<file path="src/rtl/fetch_pkg.sv">
// fetch_pkg: shared types and constants for the instruction-fetch stage.
//   XLEN / PC_STEP   : datapath width and sequential PC increment
//   fetch_entry_t    : one queued fetch result {pc, instruction}
//   fetch_state_t    : fetch state machine encoding
//   pc_aligned()     : word-alignment check for redirect targets
package fetch_pkg;

  localparam int          XLEN    = 32;
  localparam logic [31:0] PC_STEP = 32'd4;

  typedef struct packed {
    logic [31:0] pc;
    logic [31:0] instruction;
  } fetch_entry_t;

  typedef enum logic {
    FETCH_RUN   = 1'b0,
    FETCH_FAULT = 1'b1
  } fetch_state_t;

  function automatic logic pc_aligned(input logic [31:0] pc);
    return (pc[1:0] == 2'b00);
  endfunction

endpackage

</file>
<file path="src/rtl/fetch_if.sv">
// fetch_if: fetch-to-decode valid/ready handshake.
//   out_valid       : head of fetch queue is valid (master -> slave)
//   out_ready       : decode accepts the head this cycle (slave -> master)
//   out_pc          : PC of the head entry, 0 when not valid
//   out_instruction : instruction word of the head entry, 0 when not valid
interface fetch_if;
  import fetch_pkg::*;

  logic            out_valid;
  logic            out_ready;
  logic [XLEN-1:0] out_pc;
  logic [XLEN-1:0] out_instruction;

  modport master (output out_valid, output out_pc, output out_instruction, input out_ready);
  modport slave  (input out_valid, input out_pc, input out_instruction, output out_ready);
endinterface

</file>
<file path="src/rtl/fetch_queue.sv">
// fetch_queue: synchronous FIFO of fetch_entry_t.
//   clk, reset_n  : clock, asynchronous active-low reset
//   push_i        : request to write push_data_i at tail
//   push_data_i   : entry to write
//   pop_i         : request to remove the head entry
//   flush_i       : empty the queue; overrides push and pop
//   push_accept_o : push_i was taken this cycle (room, or full with a pop)
//   head_o        : current head entry
//   full_o/empty_o: occupancy flags
module fetch_queue
  import fetch_pkg::*;
#(
  parameter int DEPTH = 2
) (
  input  logic         clk,
  input  logic         reset_n,
  input  logic         push_i,
  input  fetch_entry_t push_data_i,
  input  logic         pop_i,
  input  logic         flush_i,
  output logic         push_accept_o,
  output fetch_entry_t head_o,
  output logic         full_o,
  output logic         empty_o
);

  localparam int PW = $clog2(DEPTH);
  localparam int CW = PW + 1;

  fetch_entry_t   mem_q [DEPTH];
  logic [PW-1:0]  head_q, head_d;
  logic [PW-1:0]  tail_q, tail_d;
  logic [CW-1:0]  count_q, count_d;
  logic           pop_ok_s;
  logic           push_ok_s;

  assign full_o        = (count_q == CW'(DEPTH));
  assign empty_o       = (count_q == {CW{1'b0}});
  assign head_o        = mem_q[head_q];
  assign pop_ok_s      = pop_i && !empty_o && !flush_i;
  // A full queue can still take a new entry when the head leaves on the same edge.
  assign push_ok_s     = push_i && !flush_i && (!full_o || pop_ok_s);
  assign push_accept_o = push_ok_s;

  // Next-state pointer and occupancy logic.
  always_comb begin
    head_d  = head_q;
    tail_d  = tail_q;
    count_d = count_q;
    if (flush_i) begin
      head_d  = {PW{1'b0}};
      tail_d  = {PW{1'b0}};
      count_d = {CW{1'b0}};
    end else begin
      if (pop_ok_s) begin
        head_d = head_q + PW'(1'b1);
      end else begin
        head_d = head_q;
      end
      if (push_ok_s) begin
        tail_d = tail_q + PW'(1'b1);
      end else begin
        tail_d = tail_q;
      end
      case ({push_ok_s, pop_ok_s})
        2'b10:   count_d = count_q + CW'(1'b1);
        2'b01:   count_d = count_q - CW'(1'b1);
        default: count_d = count_q;
      endcase
    end
  end

  // Pointer/count registers and entry storage.
  always_ff @(posedge clk or negedge reset_n) begin
    if (!reset_n) begin
      head_q  <= {PW{1'b0}};
      tail_q  <= {PW{1'b0}};
      count_q <= {CW{1'b0}};
      for (int i = 0; i < DEPTH; i++) begin
        mem_q[i] <= '0;
      end
    end else begin
      head_q  <= head_d;
      tail_q  <= tail_d;
      count_q <= count_d;
      if (push_ok_s) begin
        mem_q[tail_q] <= push_data_i;
      end
    end
  end

endmodule

</file>
<file path="src/rtl/fetch_unit.sv">
// fetch_unit: instruction-fetch stage feeding decode.
//   clk, reset_n     : clock, asynchronous active-low reset
//   imem_pc          : word-aligned fetch address (straight from the PC register)
//   imem_instruction : word returned combinationally for imem_pc
//   redirect_valid/redirect_pc : branch/jump redirect from execute
//   out_if           : fetch_if master towards decode
//   fetch_fault      : sticky, set by a misaligned redirect
module fetch_unit
  import fetch_pkg::*;
#(
  parameter logic [31:0] RESET_PC    = 32'h0000_0000,
  parameter int          QUEUE_DEPTH = 2
) (
  input  logic            clk,
  input  logic            reset_n,
  output logic [XLEN-1:0] imem_pc,
  input  logic [XLEN-1:0] imem_instruction,
  input  logic            redirect_valid,
  input  logic [XLEN-1:0] redirect_pc,
  fetch_if.master         out_if,
  output logic            fetch_fault
);

  fetch_state_t state_q;
  logic [31:0]  pc_q;
  logic         fault_q;

  logic         run_s;
  logic         redirect_s;
  logic         out_valid_s;
  logic         pop_req_s;
  logic         push_req_s;
  logic         push_accept_s;
  logic         q_full_s;
  logic         q_empty_s;
  fetch_entry_t head_s;
  fetch_entry_t push_data_s;

  assign run_s       = (state_q == FETCH_RUN);
  // Any redirect seen in RUN flushes the queue, aligned or not.
  assign redirect_s  = run_s && redirect_valid;
  assign out_valid_s = run_s && !q_empty_s;
  assign pop_req_s   = out_valid_s && out_if.out_ready && !redirect_s;
  assign push_req_s  = run_s && !redirect_s;
  assign push_data_s = '{pc: pc_q, instruction: imem_instruction};

  fetch_queue #(.DEPTH(QUEUE_DEPTH)) u_queue (
    .clk           (clk),
    .reset_n       (reset_n),
    .push_i        (push_req_s),
    .push_data_i   (push_data_s),
    .pop_i         (pop_req_s),
    .flush_i       (redirect_s),
    .push_accept_o (push_accept_s),
    .head_o        (head_s),
    .full_o        (q_full_s),
    .empty_o       (q_empty_s)
  );

  assign imem_pc                = pc_q;
  assign fetch_fault            = fault_q;
  assign out_if.out_valid       = out_valid_s;
  assign out_if.out_pc          = out_valid_s ? head_s.pc : 32'h0000_0000;
  assign out_if.out_instruction = out_valid_s ? head_s.instruction : 32'h0000_0000;

  // Fetch state machine: PC advance, redirect handling and sticky fault.
  always_ff @(posedge clk or negedge reset_n) begin
    if (!reset_n) begin
      state_q <= FETCH_RUN;
      pc_q    <= RESET_PC;
      fault_q <= 1'b0;
    end else begin
      case (state_q)
        FETCH_RUN: begin
          if (redirect_valid) begin
            if (pc_aligned(redirect_pc)) begin
              pc_q <= redirect_pc;
            end else begin
              // PC is left where it was; only reset leaves FAULT.
              state_q <= FETCH_FAULT;
              fault_q <= 1'b1;
            end
          end else if (push_accept_s) begin
            pc_q <= pc_q + PC_STEP;
          end else begin
            pc_q <= pc_q;
          end
        end
        FETCH_FAULT: begin
          state_q <= FETCH_FAULT;
          fault_q <= 1'b1;
        end
        default: begin
          state_q <= FETCH_FAULT;
          fault_q <= 1'b1;
        end
      endcase
    end
  end

  // q_full_s is only consumed inside the queue's own push decision.
  logic unused_s;
  assign unused_s = q_full_s;

endmodule

</file>
<file path="src/flat_wrapper.sv">
// flat-port wrapper written by rule: the top's interface ports become plain ports
module fetch_unit_flat import fetch_pkg::*;
#(
  parameter logic [31:0] RESET_PC    = 32'h0000_0000,
  parameter int          QUEUE_DEPTH = 2
)
  (clk, reset_n, imem_pc, imem_instruction, redirect_valid, redirect_pc, fetch_fault, out_if_out_valid, out_if_out_pc, out_if_out_instruction, out_if_out_ready);
  fetch_if out_if_i ();
  input  logic clk;
  input  logic reset_n;
  output logic [XLEN-1:0] imem_pc;
  input  logic [XLEN-1:0] imem_instruction;
  input  logic redirect_valid;
  input  logic [XLEN-1:0] redirect_pc;
  output logic fetch_fault;
  output wire logic [$bits(out_if_i.out_valid)-1:0] out_if_out_valid;
  output wire logic [$bits(out_if_i.out_pc)-1:0] out_if_out_pc;
  output wire logic [$bits(out_if_i.out_instruction)-1:0] out_if_out_instruction;
  input wire logic [$bits(out_if_i.out_ready)-1:0] out_if_out_ready;
  assign out_if_out_valid = out_if_i.out_valid;
  assign out_if_out_pc = out_if_i.out_pc;
  assign out_if_out_instruction = out_if_i.out_instruction;
  assign out_if_i.out_ready = out_if_out_ready;
  fetch_unit #(.RESET_PC(RESET_PC), .QUEUE_DEPTH(QUEUE_DEPTH)) u_core (.clk(clk), .reset_n(reset_n), .imem_pc(imem_pc), .imem_instruction(imem_instruction), .redirect_valid(redirect_valid), .redirect_pc(redirect_pc), .out_if(out_if_i), .fetch_fault(fetch_fault));
endmodule
</file>
<file path="config.mk">
export PLATFORM = sky130hd
export DESIGN_NAME = fetch_unit_flat
export DESIGN_NICKNAME = d
export VERILOG_FILES = /design/src/rtl/fetch_pkg.sv /design/src/rtl/fetch_if.sv /design/src/rtl/fetch_queue.sv /design/src/rtl/fetch_unit.sv /design/src/flat_wrapper.sv
export SDC_FILE = /design/constraint.sdc
export NUM_CORES = 1
export LEC_CHECK = 0
export ABC_AREA = 1
export CAP_MARGIN = 20
export CELL_PAD_IN_SITES_DETAIL_PLACEMENT = 1
export CELL_PAD_IN_SITES_GLOBAL_PLACEMENT = 1
export CORE_UTILIZATION = 40
export DETAILED_ROUTE_END_ITERATION = 12
export GPL_ROUTABILITY_DRIVEN = 0
export HOLD_SLACK_MARGIN = 0.03
export PLACE_DENSITY = 0.86
export SYNTH_ARGS = -nofsm -noshare
export SYNTH_HDL_FRONTEND = slang
export SYNTH_SLANG_ARGS = --single-unit
export TNS_END_PERCENT = 5
</file>
<file path="constraint.sdc">
create_clock -name clk -period 2.4 [get_ports clk]
set_input_delay 0.36 -clock clk [delete_from_list [all_inputs] [get_ports clk]]
set_output_delay 0.36 -clock clk [all_outputs]
set_load 0.01 [all_outputs]
</file>
Word-level counts from Yosys, hierarchy flattened
Index checks and enable logic that the tools add are counted.

Register bits after elaboration: 166. Bits in latches: 0. Bits in writable memories: 0. Bits in read-only memories: 0. Output and inout port bits: 98. Logic and storage cells: 72. Memories kept: 0.

Add/sub/neg operators: 5. $mul: 0. Div/mod/pow operators: 0. Order comparisons: 3. Equality and inequality tests: 6. Shifts and indexed selects: 0. Muxes and demuxes: 23. Bitwise logic cells: 3. Reductions and logical operators: 22.

Operators with widths (number): $mux W64 (4); $mux W32 (5); $bwmux W128 (1); $demux W64 S1 (1); $add A32 B3 Y32 const B (1); $logic_and A1 B1 Y1 (10); $mux W1 (8); $reduce_bool A2 Y1 (3); $eq A2 B2 Y1 const B (2); $ge A2 B2 Y1 const B (2); $logic_not A2 Y1 (2); $ne A2 B2 Y1 const B (2); $not A1 Y2 (2); $pmux W1 S2 (2); $pmux W2 S2 (1); $logic_not A1 Y1 (3); $reduce_and A3 Y1 (1); $reduce_bool A3 Y1 (1); $add A1 B1 Y1 const B (2); $add A2 B1 Y2 const B (1); $eq A2 B1 Y1 const B (1); $lt A2 B1 Y1 const B (1); $mux W2 (1); $ne A2 B1 Y1 const B (1); other kinds (4) (4).

Logic depth before layout (Yosys ltp)
Depth after elaboration: 12. Mapped depth: 12. Depth with buffers taken out: 11.

By module
From an unflattened synthesis, not the netlist that was laid out.

Cell total of the unflattened synthesis: 1267. Area, all modules: 9396.5 um^2.

Modules (own cells, without submodules): fetch_queue (instances 1, cells each 725, area an instance 6349.8 um^2, seq. area each 3303.2 um^2); fetch_unit (instances 1, cells each 542, area an instance 3046.7 um^2, seq. area each 850.8 um^2).

Least setup slack after synthesis
No wires, ideal clock.

Path kind: reg2out. From: register u_core.u_queue.count_q[0]. To: output port out_if_out_instruction[30]. Data arrival time: 1.544 ns. Data required time: 2.040 ns. Slack: 0.496 ns. Cell stages (with the launch flop): 8. Path buffers: 2. Cells stage by stage: dfrtp_1 > inv_1 > ha_1 > nor2_1 > clkbuf_1 > clkbuf_1 > o21ai_0 > a21oi_1.

Word-level cells in the longest chain between the ends: 4.

Ends and longest elaborated chain: start, declared (RTL line fetch_queue.sv:33) `logic [CW-1:0] count_q, count_d;`; start signal, assigned (RTL line fetch_queue.sv:78) `count_q <= {CW{1'b0}};`; start signal, assigned (RTL line fetch_queue.sv:85) `count_q <= count_d;`; $logic_not A2 Y1 (RTL line fetch_queue.sv:38) `assign empty_o = (count_q == {CW{1'b0}});`; $logic_not A1 Y1 (RTL line fetch_unit.sv:42) `assign out_valid_s = run_s && !q_empty_s;`; $logic_and A1 B1 Y1 (RTL line fetch_unit.sv:42); named net out_if_out_valid (RTL line flat_wrapper.sv:16) `output wire logic [$bits(out_if_i.out_valid)-1:0] out_if_out_valid;`; $mux W32 (RTL line fetch_unit.sv:64) `assign out_if.out_instruction = out_valid_s ? head_s.instruction : 32'h0000_0000;`; end, declared (RTL line flat_wrapper.sv:18) `output wire logic [$bits(out_if_i.out_instruction)-1:0] out_if_out_instruction;`.

The timed path passes the listed nets, and every way through them passes these cells.

Worst setup path in the final report
From: register u_core.u_queue.count_q[1]. To: output port out_if_out_pc[29].

Word-level cells in the longest chain between the ends: 4.

Ends and longest elaborated chain: $logic_not A2 Y1 (RTL line fetch_queue.sv:38); $logic_not A1 Y1 (RTL line fetch_unit.sv:42); $logic_and A1 B1 Y1 (RTL line fetch_unit.sv:42); $mux W32 (RTL line fetch_unit.sv:63) `assign out_if.out_pc = out_valid_s ? head_s.pc : 32'h0000_0000;`; end, declared (RTL line flat_wrapper.sv:17) `output wire logic [$bits(out_if_i.out_pc)-1:0] out_if_out_pc;`.

Every way passes these cells.

==> summary.md <==
| Metric | Value |
|---|---|
| Status | complete, no violations |
| Initial DRC Count | 334 |
| First-pass GRT wire length | 45200 µm |
| Reg-to-Reg End | u_core.imem_pc[22]$_DFFE_PN0P_ |
| Register area | 4160 µm² |
| Critical Path Sink Type | primary output |
| Multi-input logic area | 3400 µm² |
| Dpl ws | between 0.06 and 0.07 ns |
| GRT overflow | 0 |
| Worst VDD drop | 0.422 mV |
| Final Max Slew Viols | 0 |
| Main combinational cell family by area after synthesis | simple AND/OR/NAND/NOR gates |
| Chip Height | 146 µm |
| Buffers on Ports | 165 |
| Die width | between 100 and 150 µm |
| Worst setup margin | approximately 0.083 ns |
| Synth top area share | 50.1% |
| Crit path max-delay cell type | dfrtp_1 |
| Sequential share of power | between 40% and 50% |
| Hold Vio Cnt, Final | 0 |
| 1st-pass router iterations | 5 |
| H-tree levels | 4 |
| Max transition margin | 67.6% |
| Mapped Avg Cell Area | 7.44 µm² |
| Post-synthesis mux area share | 0% |
| Pin slew with the least headroom to its limit | 0.487 ns |
| Slowest stage delay, CP | 0.37 ns |
| Crit path max fanout | 11 |
| Layout Skew | around 0.0075 ns |
| Most frequent cells in the layout | nand2_1 (355), o21ai_0 (173), dfrtp_1 (165) |
| Switching Share | 25.0% |
| DP HPWL | 18800 µm |
| Maximum Capacitance Violations | 0 |
| Final layout net count | 1340 |
| Die area | 21300 µm² |
| Worst-path clk slew | roughly 0.070 ns |
| P_leak | roughly 5.3 nW |
| CP Depth | 8 |
| Detailed-route vias per instance | 5.27 |
| Num rows | 52 |
| Non-filler cells, final | 1552 |
| Xor and xnor area share after synthesis | less than 1% |
| WL final | roughly 28000 µm |
| Worst setup startpoint | u_core.u_queue.count_q[1]$_DFFE_PN0P_ |
| Share of cells above drive strength 1 | between 10% and 20% |
| Seq/Total Area, Yosys | 50.1% |
| WP data required | 2.04 ns |
| IO Count | 166 |
| Worst R2R Start | u_core.imem_pc[2]$_DFFE_PN0P_ |
| Worst-skew pair later-pin latency | 0.43 ns |
| Inst Count DP | 1514 |
| Via Count | 8179 |
| Synth Instances | 1116 |
| Crit start category | flip-flop |
| Area grow syn2layout | 30.3% |
| Buf/Inv on CP | 4 |
| Area leader, netlist | dfrtp_1 |
| Crit path DAT | 1.96 ns |
| Net load switching power | between 0.0015 and 0.002 W |
| Gr usage total | 26.9% |
| Max Fclk | 432 MHz |
| Vias in the first global route | 8621 |
| Hold Path Class | in2async |
| Clk sink count | 166 |
| Core footprint | 20300 µm² |
| Total power | ~0.0065 W |
| Simple-gate area share of the yosys netlist | 23.1% |
| Period minus WS final | between 2 and 2.5 ns |
| CTS tree | built |
| Post-synthesis register bit count | 166 |
| Largest cells by area after synthesis | dfrtp_1 (50%), nand2_1 (16%), o21ai_0 (11%), inv_1 (5.4%), a21oi_1 (4.6%) |
| Starting Density | 40.9% |
| Pint | 0.00488 W |
| Critical path capture point | out_if_out_pc[29] |
| Commonest non-fill, non-tap cell in the layout | nand2_1 |
| Clk network pwr share | 44.1% |
| Pwr/cell area | 601 nW/µm² |
| Root Driver | clkbuf_16 |
| Netlist cell types | 27 |
| CP cell instances | inv_2, ha_4, nor2_4, buf_6, buf_16, o21ai_0, a21oi_1, buf_2 |
| Initial antenna violation count | 0 |
| DRC Markers | 0 |
| Synth Net Count | around 1200 |
| CP top delay family | buffers and inverters |
| Combinational group share of total power | 9.2% |
| Routed Antenna Nets | 0 |
| Post-Syn Area | 8300 µm² |
| Adder-Cell Fraction of Synth Area | less than 1% |
| Clock buffer count from CTS | 17 |
| Reg2reg path depth | 10 |
| Synth Warn # | 0 |
| Post-synthesis compound-gate area fraction | between 10% and 20% |
| Pin count of the biggest net entering global routing | 73 |
| Filler cells | 2516 |
| Antenna Diode Count | 0 |
| Final Cycle Share | 96.6% |
| Worst Path Class, Setup | reg2out |
| FF-to-FF setup slack | 0.40 ns |
| WL/cell | approximately 18 µm |
| Clock Tree Buf Depth | 2 |
| Final setup viols | 0 |
| TNS Setup | 0 ns |
-- logic make-up (layout without fill, tap and decap cells) --
kind of cell             count (synthesis)  in the layout
AND/OR/NAND/NOR                        489            489
AO/OA/AOI/OAI                          270            270
buffers and inverters                  185            351
flip-flops                             166            166
adder cells (fa/ha/maj)                  3              3
XOR/XNOR                                 3              3
-- power groups by stage --
| stage | registers [W] | clock network (W) | logic, W |
|---|---|---|---|
| after floorplan | 0.00305 | 0 | 0.000244 |
| after global routing | 0.00305 | 0.00301 | 0.000665 |
| after CTS | 0.00303 | 0.00291 | 0.000601 |
| after detailed placement | 0.00308 | 0 | 0.000586 |
| after global placement | 0.00308 | 0 | 0.000566 |
| final | 0.00304 | 0.00287 | 0.000595 |
-- through the flow --
step,util [%],hold slack (ns),instance area [µm²]
6_report,53.3,0.447,10800
5_1_grt,53.3,0.482,10800
4_1_cts,53.3,0.459,10800
3_5_place_dp,50.7,0.337,10300
3_3_place_gp,50.7,0.334,10300
2_1_floorplan,-,0.0644,8300
-- synthesized netlist by cell type (all sizes together) --
cell,count
xor2,3
nand4,1
dfrtp,166
nand3,33
clkbuf,30
nand3b,2
ha,3
nor3,3
nand2,356
a31oi,2
nor2,93
a21oi,76
o21ai,189
inv,122
or2,1
o22ai,3
buf,33
-- state kept, by name (all words and copies together) (netlist names) --
signal                  count
u_core.fetch_fault          1
u_core.imem_pc             32
u_core.state_q              1
u_core.u_queue.count_q      2
u_core.u_queue.head_q       1
u_core.u_queue.mem_q      128
u_core.u_queue.tail_q       1
-- cell type report --
class	count	share of cell area (%)
tap	270	3.12
clock inverter	11	1.38
sequential	166	38.4
inverter	122	4.23
clock buffer	21	4.26
timing repair buffer	197	17.1
multi-input combinational	765	31.5
-- routing by layer --
metal / routed length, µm / global-route usage, % / vias up
met5: 0 / 0 / -
met4: 930 / 11.8 / 0
met3: 906 / 3.75 / 55
met2: 13300 / 44.9 / 196
met1: 12500 / 35.1 / 4092
li1: - / - / 3836
-- worst min-delay path by stage --
stage,start,endpoint,slack (ns),depth (start not counted)
floorplan,reset_n,u_core.fetch_fault$_DFFE_PN0P_,0.06,0
global route,u_core.u_queue.mem_q[81]$_DFFE_PN0P_,u_core.u_queue.mem_q[81]$_DFFE_PN0P_,0.48,2
global placement,reset_n,u_core.u_queue.mem_q[26]$_DFFE_PN0P_,0.33,1
CTS,reset_n,u_core.u_queue.mem_q[24]$_DFFE_PN0P_,0.46,2
detailed placement,reset_n,u_core.u_queue.mem_q[24]$_DFFE_PN0P_,0.34,1
finish,reset_n,u_core.u_queue.mem_q[88]$_DFFE_PN0P_,0.45,2
-- what timing repair did --
item | 4_1_cts | 5_1_grt
buffers inserted | 2 | 1
gates resized for setup | 179 | 39
cloned | 2 | 0
hold buffers | 1 | 0
endpoints found under the hold margin | 45 | 0
endpoints found under the setup margin | 65 | 63
pin swaps | 1 | 1
Power figures use the tool's default switching activity.
